===== src/rtl/data_ram_rd_ctrl.sv =====
// ---------------------------------------------------------------------------
// data_ram_rd_ctrl
//   Per-bank read controller for one data RAM. Buffers incoming read
//   commands in a small FIFO, issues SRAM reads no closer together than
//   RD_GAP cycles, and returns the read data together with the command
//   payload that produced it. One credit is returned upstream for every
//   command issued to the SRAM.
//
//   Optional build macro:
//     DATA_RAM_RD_OUT_REG_EN  adds one output flop stage on rd_data_vld_o,
//                             rd_data_o and rd_data_pld_o (+1 cycle latency).
//
//   Ports:
//     clk                  clock
//     rst                  synchronous reset, active-high
//     rd_cmd_vld_i         read command valid (credit flow-controlled)
//     rd_cmd_pld_i         read command payload
//     rd_cmd_credit_rtn_o  one-cycle pulse per command issued
//     ram_cs_o             SRAM chip select (read)
//     ram_we_o             SRAM write enable, always 0
//     ram_addr_o           SRAM address, valid with ram_cs_o
//     ram_rdata_i          SRAM read data, valid RAM_LAT cycles after ram_cs_o
//     rd_data_vld_o        read data valid
//     rd_data_o            read data (0 when not valid)
//     rd_data_pld_o        payload of the originating command (0 when not valid)
//     ovf_err_o            sticky: a command arrived while the FIFO was full
// ---------------------------------------------------------------------------
package data_ram_rd_pkg;
    // Read command payload; only ram_addr[ADDR_W-1:0] reaches the SRAM,
    // the whole record travels with the read and comes back on rd_data_pld_o.
    typedef struct packed {
        logic [3:0]  src_id;
        logic [7:0]  tag;
        logic [15:0] ram_addr;
    } arb_out_req_t;
endpackage

module data_ram_rd_ctrl
    import data_ram_rd_pkg::*;
#(
    parameter int FIFO_DEPTH = 4,   // power of 2, >= 2
    parameter int RAM_LAT    = 2,   // >= 1
    parameter int RD_GAP     = 1,   // >= 1
    parameter int ADDR_W     = 10,  // <= 16
    parameter int DATA_W     = 256
) (
    input  logic              clk,
    input  logic              rst,
    input  logic              rd_cmd_vld_i,
    input  arb_out_req_t      rd_cmd_pld_i,
    output logic              rd_cmd_credit_rtn_o,
    output logic              ram_cs_o,
    output logic              ram_we_o,
    output logic [ADDR_W-1:0] ram_addr_o,
    input  logic [DATA_W-1:0] ram_rdata_i,
    output logic              rd_data_vld_o,
    output logic [DATA_W-1:0] rd_data_o,
    output arb_out_req_t      rd_data_pld_o,
    output logic              ovf_err_o
);

    localparam int PTR_W = $clog2(FIFO_DEPTH) + 1;
    localparam int IDX_W = PTR_W - 1;
    localparam int GAP_W = (RD_GAP > 2) ? $clog2(RD_GAP - 1) : 1;
    localparam logic [GAP_W-1:0] GAP_LOAD = GAP_W'((RD_GAP > 1) ? (RD_GAP - 2) : 0);

    typedef enum logic [1:0] {
        ST_IDLE,
        ST_ISSUE,
        ST_GAP
    } state_e;

    // ------------------------------------------------------------------
    // Command FIFO
    // ------------------------------------------------------------------
    arb_out_req_t     fifo_mem [FIFO_DEPTH];
    logic [PTR_W-1:0] wr_ptr_q, wr_ptr_d;
    logic [PTR_W-1:0] rd_ptr_q, rd_ptr_d;
    logic [PTR_W-1:0] occ_d;
    logic             full;
    logic             push;
    logic             pop;
    logic             nonempty_d;
    logic             ovf_err_q;
    arb_out_req_t     head;

    state_e           state_q;
    logic [GAP_W-1:0] gap_cnt_q;
    logic             ram_cs_q;

    // Extra pointer MSB distinguishes full from empty when the index bits match.
    assign full = (wr_ptr_q[IDX_W] != rd_ptr_q[IDX_W]) &&
                  (wr_ptr_q[IDX_W-1:0] == rd_ptr_q[IDX_W-1:0]);
    assign pop  = ram_cs_q;
    // A pop in the same cycle frees the slot, so push into a full FIFO is legal then.
    assign push = rd_cmd_vld_i && (!full || pop);

    assign wr_ptr_d   = wr_ptr_q + PTR_W'(push);
    assign rd_ptr_d   = rd_ptr_q + PTR_W'(pop);
    assign occ_d      = wr_ptr_d - rd_ptr_d;
    // Occupancy after this cycle: a command pushed now can issue next cycle, never now.
    assign nonempty_d = (occ_d != '0);
    assign head       = fifo_mem[rd_ptr_q[IDX_W-1:0]];

    // NOTE: sequential state uses non-blocking assignments so every flop samples
    // the pre-edge values of its neighbours regardless of statement order.
    always_ff @(posedge clk) begin
        if (rst) begin
            wr_ptr_q  <= '0;
            rd_ptr_q  <= '0;
            ovf_err_q <= 1'b0;
        end else begin
            wr_ptr_q <= wr_ptr_d;
            rd_ptr_q <= rd_ptr_d;
            if (rd_cmd_vld_i && full && !pop) begin
                ovf_err_q <= 1'b1;
            end
        end
    end

    // NOTE: the storage array is not reset; the pointers alone define which
    // entries are live, so clearing the data would only cost reset fan-out.
    always_ff @(posedge clk) begin
        if (push) begin
            fifo_mem[wr_ptr_q[IDX_W-1:0]] <= rd_cmd_pld_i;
        end
    end

    // ------------------------------------------------------------------
    // Issue FSM: ram_cs_q is registered and true exactly in ST_ISSUE.
    // ------------------------------------------------------------------
    always_ff @(posedge clk) begin
        if (rst) begin
            state_q   <= ST_IDLE;
            gap_cnt_q <= '0;
            ram_cs_q  <= 1'b0;
        end else begin
            ram_cs_q <= 1'b0;
            case (state_q)
                ST_IDLE: begin
                    if (nonempty_d) begin
                        state_q  <= ST_ISSUE;
                        ram_cs_q <= 1'b1;
                    end
                end
                ST_ISSUE: begin
                    if (RD_GAP > 1) begin
                        state_q   <= ST_GAP;
                        gap_cnt_q <= GAP_LOAD;
                    end else if (nonempty_d) begin
                        state_q  <= ST_ISSUE;
                        ram_cs_q <= 1'b1;
                    end else begin
                        state_q <= ST_IDLE;
                    end
                end
                ST_GAP: begin
                    if (gap_cnt_q == '0) begin
                        if (nonempty_d) begin
                            state_q  <= ST_ISSUE;
                            ram_cs_q <= 1'b1;
                        end else begin
                            state_q <= ST_IDLE;
                        end
                    end else begin
                        gap_cnt_q <= gap_cnt_q - 1'b1;
                    end
                end
                default: state_q <= ST_IDLE;
            endcase
        end
    end

    assign ram_cs_o            = ram_cs_q;
    assign ram_we_o            = 1'b0;
    assign ram_addr_o          = ram_cs_q ? head.ram_addr[ADDR_W-1:0] : '0;
    assign rd_cmd_credit_rtn_o = ram_cs_q;
    assign ovf_err_o           = ovf_err_q;

    // ------------------------------------------------------------------
    // Latency pipe: tracks each read so its payload meets ram_rdata_i.
    // Reset flushes it, so reads issued before reset never return.
    // ------------------------------------------------------------------
    logic [RAM_LAT-1:0] pipe_vld_q;
    arb_out_req_t       pipe_pld_q [RAM_LAT];
    logic               tail_vld;
    logic [DATA_W-1:0]  tail_data;
    arb_out_req_t       tail_pld;

    always_ff @(posedge clk) begin
        if (rst) begin
            pipe_vld_q <= '0;
            for (int i = 0; i < RAM_LAT; i++) begin
                pipe_pld_q[i] <= '0;
            end
        end else begin
            pipe_vld_q[0] <= ram_cs_q;
            pipe_pld_q[0] <= ram_cs_q ? head : '0;
            for (int i = 1; i < RAM_LAT; i++) begin
                pipe_vld_q[i] <= pipe_vld_q[i-1];
                pipe_pld_q[i] <= pipe_pld_q[i-1];
            end
        end
    end

    assign tail_vld  = pipe_vld_q[RAM_LAT-1];
    assign tail_data = tail_vld ? ram_rdata_i : '0;
    assign tail_pld  = tail_vld ? pipe_pld_q[RAM_LAT-1] : '0;

`ifdef DATA_RAM_RD_OUT_REG_EN
    logic              out_vld_q;
    logic [DATA_W-1:0] out_data_q;
    arb_out_req_t      out_pld_q;

    always_ff @(posedge clk) begin
        if (rst) begin
            out_vld_q  <= 1'b0;
            out_data_q <= '0;
            out_pld_q  <= '0;
        end else begin
            out_vld_q  <= tail_vld;
            out_data_q <= tail_data;
            out_pld_q  <= tail_pld;
        end
    end

    assign rd_data_vld_o = out_vld_q;
    assign rd_data_o     = out_data_q;
    assign rd_data_pld_o = out_pld_q;
`else
    assign rd_data_vld_o = tail_vld;
    assign rd_data_o     = tail_data;
    assign rd_data_pld_o = tail_pld;
`endif

endmodule


===== config.mk =====
export PLATFORM = sky130hd
export DESIGN_NAME = data_ram_rd_ctrl
export DESIGN_NICKNAME = d
export VERILOG_FILES = /design/src/rtl/data_ram_rd_ctrl.sv
export SDC_FILE = /design/constraint.sdc
export NUM_CORES = 1
export LEC_CHECK = 0
export CORE_AREA = 3 3 227 229
export CTS_BUF_LIST = sky130_fd_sc_hd__clkbuf_4
export CTS_CLUSTER_DIAMETER = 40
export DETAILED_ROUTE_END_ITERATION = 6
export DIE_AREA = 0 0 230 232
export SYNTH_ARGS = -nofsm -noshare
export SYNTH_HDL_FRONTEND = slang
export SYNTH_SLANG_ARGS = --single-unit

===== constraint.sdc =====
create_clock -name clk -period 11.8 [get_ports clk]
set_input_delay 3.54 -clock clk [delete_from_list [all_inputs] [get_ports clk]]
set_output_delay 3.54 -clock clk [all_outputs]
set_load 0.01 [all_outputs]

* Word level (Yosys, flattened, before mapping) *
Memories as Yosys holds them, arrays and structs flattened. A register that Yosys moved wholly into a read port is not among the register bits.
Cells that the tools add are included.

storage, ports and cells
  memories = 2
  logic and storage cells = 52
  register bits = 13
  memory bits (writable) = 168
  bits of input ports = 287
  output and inout bits = 299

cells by class
  reductions and logical operators = 11
  multiplexer cells = 20
  equality and inequality tests = 6
  add/sub/neg operators = 4
  bitwise operators = 2

memory list
  memory      words  width  read ports  clocked after memory_dff  write ports  RTL line  text
  fifo_mem    4      28     1           1                         1            76        arb_out_req_t fifo_mem [FIFO_DEPTH];
  pipe_pld_q  2      28     2           0                         2            185       arb_out_req_t pipe_pld_q [RAM_LAT];

operators by type and width
  kind                                                                   count
  256-bit 2-to-1 mux                                                     1
  28-bit 2-to-1 mux                                                      4
  10-bit 2-to-1 mux                                                      1
  1-bit 2-to-1 mux                                                       9
  3-bit by 1-bit adder with 3-bit output                                 2
  2-bit 2-to-1 mux                                                       3
  2-bit case mux with 3 select lines                                     1
  1-bit logical AND                                                      4
  2-bit inequality test, second input constant                           2
  3-bit nonzero test                                                     1
  3-bit subtractor                                                       1
  2-bit by 1-bit equality test with 1-bit output, second input constant  1
  2-bit equality test                                                    1
  2-bit equality test, second input constant                             1
  1-bit logical NOT                                                      2
  2-bit logical NOT                                                      1
  1-bit OR                                                               2
  1-bit case mux with 2 select lines                                     1
  2-bit AND reduction                                                    1
  2-bit OR reduction                                                     1
  1-bit logical OR                                                       1
  1-bit inequality test                                                  1
  1-bit subtractor, second input constant                                1

* Longest topological paths before layout *
Gate-level depths: netlist (run 1).

  depth in word-level cells = 11
  gate-level depth with buffers = 9
  depth with buffers taken out = 9

* Worst setup path after synthesis (run 1) *
No wires, ideal clock.

  path type = input to output
  from = in ram_rdata_i[0]
  to = out rd_data_o[0]
  arrival = 3.705 ns
  stages on the path = 1
  data required time = 8.260 ns
  slack = 4.555 ns
  path buffers = 0
  cells stage by stage = and2_1

on the way
  cells in the longest elaborated chain, start to end = 1

ends and longest elaborated chain
  item                RTL line  text
  start: declaration  55        input logic [DATA_W-1:0] ram_rdata_i,
  256-bit 2-to-1 mux  207       assign tail_data = tail_vld ? ram_rdata_i : '0;
  end: declaration    57        output logic [DATA_W-1:0] rd_data_o,

Every way passes these cells.

* Worst setup path after layout (run 1) *
  from = in ram_rdata_i[55]
  to = out rd_data_o[55]

Same word-level chain as after synthesis.

==> results of run 1 <==
[registers in the layout (all words and copies together) (netlist names)]
signal	cells
fifo_mem	112
pipe_pld_q	56
rd_ptr_q	3
wr_ptr_q	3
pipe_vld_q	2
ovf_err_o	1
ram_cs_o	1
[per-stage QoR]
step,util (%),hold slack (ns),area [um^2]
floorplan,-,0.414,8020
global placement,29.2,0.414,14600
detailed placement,29.2,0.420,14600
CTS,29.8,0.448,14800
global route,29.8,0.459,14800
finish,29.8,0.435,14900
[cell usage after synthesis (all sizes together)]
cell type / instances
a31oi: 1
xnor2: 3
nor3: 1
xnor3: 1
nor2b: 33
o41a: 1
o41ai: 1
inv: 4
buf: 9
mux4: 28
dfxtp: 66
and2: 322
conb: 1
and3: 1
ha: 6
nor3b: 2
clkbuf: 38
xor2: 2
nand2b: 1
nor2: 5
edfxtp: 112
[final cells by class]
type / count / share of cell area [%]
Sequential cell: 178 / 31.6
Clock buffer: 17 / 0.859
Timing Repair Buffer: 590 / 39.6
Antenna cell: 6 / 0.101
Multi-Input combinational cell: 409 / 21.0
Inverter: 4 / 0.101
Clock inverter: 15 / 1.06
Tap cell: 672 / 5.66
[cell usage in the layout (no fill, tap or decap), drive strengths merged, types with 7 or more instances in the layout]
cell           netlist  layout
edfxtp             112     112
buf                  9       7
mux4                28      28
dfxtp               66      66
clkdlybuf4s50        0     583
inv                  4       9
and2               322     322
nor2b               33      33
clkbuf              38      17
[logic make-up (layout without fill, tap and decap cells)]
logic type / Yosys count / count (layout) / synth area share [%]
and+or+nand+nor: 365 / 365 / 28.3
AOI/OAI and AO/OA: 3 / 3 / 0.421
buffers and inverters: 51 / 626 / 2.92
other: 1 / 7 / 0.0467
DFF: 178 / 178 / 58.4
adders and majority gates: 6 / 6 / 0.936
muxes: 28 / 28 / 8.14
xor gates and xnor gates: 6 / 6 / 0.827
[path summary, 6_finish.rpt]
path | start | endpoint | slack (ns) | cells after the start
setup / recovery | ram_rdata_i[55] | rd_data_o[55] | 3.23 | 3
hold / removal | pipe_pld_q[0][12]$_SDFF_PP0_ | pipe_pld_q[0][40]$_SDFF_PP0_ | 0.44 | 1
setup reg to reg | rd_ptr_q[1]$_SDFF_PP0_ | ram_cs_o$_SDFF_PP0_ | 8.77 | 9
hold reg to reg | pipe_pld_q[0][12]$_SDFF_PP0_ | pipe_pld_q[0][40]$_SDFF_PP0_ | 0.44 | 1
[per-layer routing]
metal / up-vias / global-route usage, % / part of all wire, %
met3: 33 / 4.59 / 6.6
met1: 3416 / 20.7 / 42
li1: 3242 / - / -
met4: 14 / 2.26 / 0.63
met2: 253 / 29.6 / 51
met5: - / 0 / 0.17
[power by group]
group / switching (mW) / internal [mW] / total, mW
combinational: 0.250 / 0.363 / 0.613
sequential: 0.0575 / 0.720 / 0.778
clock: 0.208 / 0.128 / 0.336
[critical path, stage by stage]
cell	delay (ns)
clkdlybuf4s50_1	0.50
and2_1	0.37
clkdlybuf4s50_1	0.62
==> flow_summary.ini, run 1 <==
[run_status]
status = finished, final reports clean

[run]
cap_violations = 0

[placement]
dp_cells = 1853
gp_routability_congestion = 0.987
place_hpwl_um = 38700
dp_slack_ns = 3.25
portBuffers = 584

[clock_network]
cts.sinks = 178
ctsRootBufferMaster = clkbuf_4
clock_path_buffers = 2
clock_latency_ns = 0.55
cts_hold_buf = 0
cts_setup_buffers = 0
cts_tree = done
cts.reportedPaths.clkPinSlew_ns = 0.14
cts_buffers = 17
h-tree-depth = 4
cts_resized = 0

[timing]
setup_slack_ns = 3.23
drv_slew = 0
worst_pin_slew_ns = 1.17
setup_violations = 0
setup_tns_ns = 0
worst_clock_skew_ns = 0.0228
period_share_pct = 72.6
maxSlewHeadroom_pct = 21.6
post-route-min-period_ns = 8.57
hold_viol = 0
rsz0062_at_grt = no
fmax_mhz = 117

[yosys]
syn_inst = 638
ys_ff_latch = 178
synth_top_area_share_pct = 41.9
synthTopCellsByArea = edfxtp_1 (42%), and2_1 (25%), dfxtp_1 (16%)
synthesis.area_um2 = 8020
synth.avg_cell_area_um2 = 12.6
yosysSeqAreaShare_pct = 58.4
synth_area_leader_cell = edfxtp_1
yosysUniqueCellTypes = 27
synth_nets = 931
yosysWarnings = 0

[layout]
multi_input_area_um2 = 3120
syn_to_final_growth_pct = 85.2
nets = 1493
drive_gt1_share_pct = 5.85
nFillCells = 5188
layoutNonFillerInstCount = 1891
regArea_um2 = 4690

[setup_path]
critPathKind = in2out
cp-end-kind = output port
critPathRequiredTime_ns = 8.26
startpoint_type = input port
crit_arrival_ns = 5.03
cp_max_fo = 1

[route]
routed_wl_um = 46800
first_pass_iters = 4
drc_errors = 0
ant_nets = 0
routedWlPerCell_um = 24.7
drt_iter0_markers = 243
avgViaCountPerCell = 3.68
vias = 6958

[power]
worst_ir_drop_vdd_v = 0.0000670
p_per_area_nw_per_um2 = 116
finalPower_mw = 1.73
power_leakage_nw = 5.23

[grt]
antenna_found_initial = 13
grt_max_degree = 137
grt_pass1_vias = 6886
grt_pass1_wl_um = 61500
grt_overflow = 0
grt_usage_pct = 16.7

[die]
rows = 82
dieHeight_um = 232
die_w_um = 230
core_um2 = 49900
ios = 586
start_util_pct = 16.1
dieArea_um2 = 53400

[hold_path]
hold_class = reg2reg
Power figures use the tool's default switching activity.
==> inputs of run 2 (changes only) <==
--- a/config.mk
+++ b/config.mk
@@ -5,11 +5,11 @@
 export SDC_FILE = /design/constraint.sdc
 export NUM_CORES = 1
 export LEC_CHECK = 0
-export CORE_AREA = 3 3 227 229
+export CORE_AREA = 3 3 224 226
 export CTS_BUF_LIST = sky130_fd_sc_hd__clkbuf_4
 export CTS_CLUSTER_DIAMETER = 40
 export DETAILED_ROUTE_END_ITERATION = 6
-export DIE_AREA = 0 0 230 232
+export DIE_AREA = 0 0 227 229
 export SYNTH_ARGS = -nofsm -noshare
 export SYNTH_HDL_FRONTEND = slang
 export SYNTH_SLANG_ARGS = --single-unit
==> constraint.sdc (replaced) <==
create_clock -name clk -period 7.7 [get_ports clk]
set_input_delay 2.31 -clock clk [delete_from_list [all_inputs] [get_ports clk]]
set_output_delay 2.31 -clock clk [all_outputs]
set_load 0.01 [all_outputs]
==> flow_summary.ini, run 2 (same netlist as run 1, synthesis figures left out) <==
[power]
power_leakage_nw = 5.25
finalPower_mw = 2.65
p_per_area_nw_per_um2 = 179
worst_ir_drop_vdd_v = 0.000129

[clock_network]
cts.sinks = 178
clock_path_buffers = 2
ctsRootBufferMaster = clkbuf_4
cts.reportedPaths.clkPinSlew_ns = 0.15
cts_buffers = 17
cts_resized = 0
cts_tree = done
cts_setup_buffers = 0
clock_latency_ns = 0.56
cts_hold_buf = 0
h-tree-depth = 4

[route]
ant_nets = 0
vias = 7062
drc_errors = 0
first_pass_iters = 4
routedWlPerCell_um = 25.6
drt_iter0_markers = 314
routed_wl_um = 47200
avgViaCountPerCell = 3.83

[layout]
nets = 1498
nFillCells = 4943
drive_gt1_share_pct = 5.91
layoutNonFillerInstCount = 1844
regArea_um2 = 4690
mostFrequentLayoutCells = clkdlybuf4s50_1 (584), and2_1 (322), edfxtp_1 (112)
syn_to_final_growth_pct = 84.6
largest_register_ffs = 112
final_area_um2 = 14800
multi_input_area_um2 = 3120
layout.cells.most_common = clkdlybuf4s50_1

[placement]
dp_cells = 1808
place_hpwl_um = 39100
portBuffers = 584
gp_routability_congestion = 1.05
placed_area_um2 = 14500

[hold_path]
hold_end = pipe_pld_q[0][33]$_SDFF_PP0_
hold_start = pipe_pld_q[0][5]$_SDFF_PP0_
hold_class = reg2reg
holdPathStages = 1

[setup_path]
rr_worst_depth = 10
r2r_end = ram_cs_o$_SDFF_PP0_
slowest_stage = clkdlybuf4s50_1
ff2ff_setup_slack_ns = 4.44
worstPathCellList = clkdlybuf4s50_1 -> and2_1 -> clkdlybuf4s50_1
crit_arrival_ns = 3.83
critical_path.top_delay_family = buffers and inverters
cp_common_cell = clkdlybuf4s50_1
critPathKind = in2out
startpoint_type = input port
critPathRequiredTime_ns = 5.39
cp_max_fo = 1
critPathMaxStageDelay_ns = 0.68
cp-end-kind = output port
r2r-start = rd_ptr_q[1]$_SDFF_PP0_
critPathBufInv = 2

[timing]
hold_viol = 0
worst_pin_slew_ns = 0.877
setup_tns_ns = 0
drv_slew = 0
period_share_pct = 79.8
setup_violations = 0
post-route-min-period_ns = 6.14
fmax_mhz = 163
worst_hold_slack_ns = 0.444
rsz0062_at_grt = no
worst_clock_skew_ns = 0.0176
maxSlewHeadroom_pct = 41.5

[die]
dieArea_um2 = 52000
core_um2 = 48500
ios = 586
die_w_um = 227
start_util_pct = 16.5
dieHeight_um = 229
rows = 81

[run]
cap_violations = 0

[grt]
grt_pass1_wl_um = 61200
grt_pass1_vias = 7056
grt_max_degree = 98
grt_usage_pct = 17.3
grt_overflow = 0
antenna_found_initial = 19

[run_status]
status = finished, final reports clean
==> run 2: through the flow <==
stage          setup slack (ns)  util (%)
6_report                   1.56      30.5
3_5_place_dp               1.49      29.9
3_3_place_gp               1.48      29.9
4_1_cts                    1.48      30.5
5_1_grt                    1.51      30.5
2_1_floorplan              2.71         -
==> run 2: area by class of cell <==
class / count / area share (%)
Antenna cell: 4 / 0.0676
Clock buffer: 19 / 0.963
Clock inverter: 13 / 0.853
Inverter: 4 / 0.101
Multi-Input combinational cell: 409 / 21.1
Sequential cell: 178 / 31.7
Tap cell: 622 / 5.25
Timing Repair Buffer: 595 / 40.0
==> run 2: worst max path at each step <==
stage / start / to / slack (ns) / cells past startpoint
2_1_floorplan: rd_cmd_vld_i / fifo_mem[2][0]$_DFFE_PP_ / 2.71 / 2
3_3_place_gp: ram_rdata_i[211] / rd_data_o[211] / 1.48 / 3
3_5_place_dp: ram_rdata_i[211] / rd_data_o[211] / 1.49 / 3
4_1_cts: ram_rdata_i[211] / rd_data_o[211] / 1.48 / 3
5_1_grt: ram_rdata_i[211] / rd_data_o[211] / 1.51 / 3
6_report: ram_rdata_i[211] / rd_data_o[211] / 1.56 / 3
==> run 2: power breakdown <==
group	switching (mW)	leakage [nW]	internal, mW
clock network	0.325	0.149	0.174
logic	0.404	3.53	0.561
registers	0.0825	1.57	1.10
total	0.812	5.25	1.84
==> run 2: worst reg2reg max path: stages (launching register included) <==
cell and delay, ns:
dfxtp_1 0.83, buf_4 0.42, xor2_1 0.15, o41ai_2 0.54
inv_2 0.07, ha_1 0.20, ha_1 0.29, ha_1 0.20
nor2b_1 0.12, xnor3_1 0.22, a31oi_1 0.17
==> run 2: layer usage <==
metal,vias to the layer above,part of all wire [%],GRT usage (%)
li1,3248,-,-
met1,3407,38,20.6
met2,347,48,29.0
met3,40,12,8.04
met4,20,1.0,3.04
met5,-,0.29,0
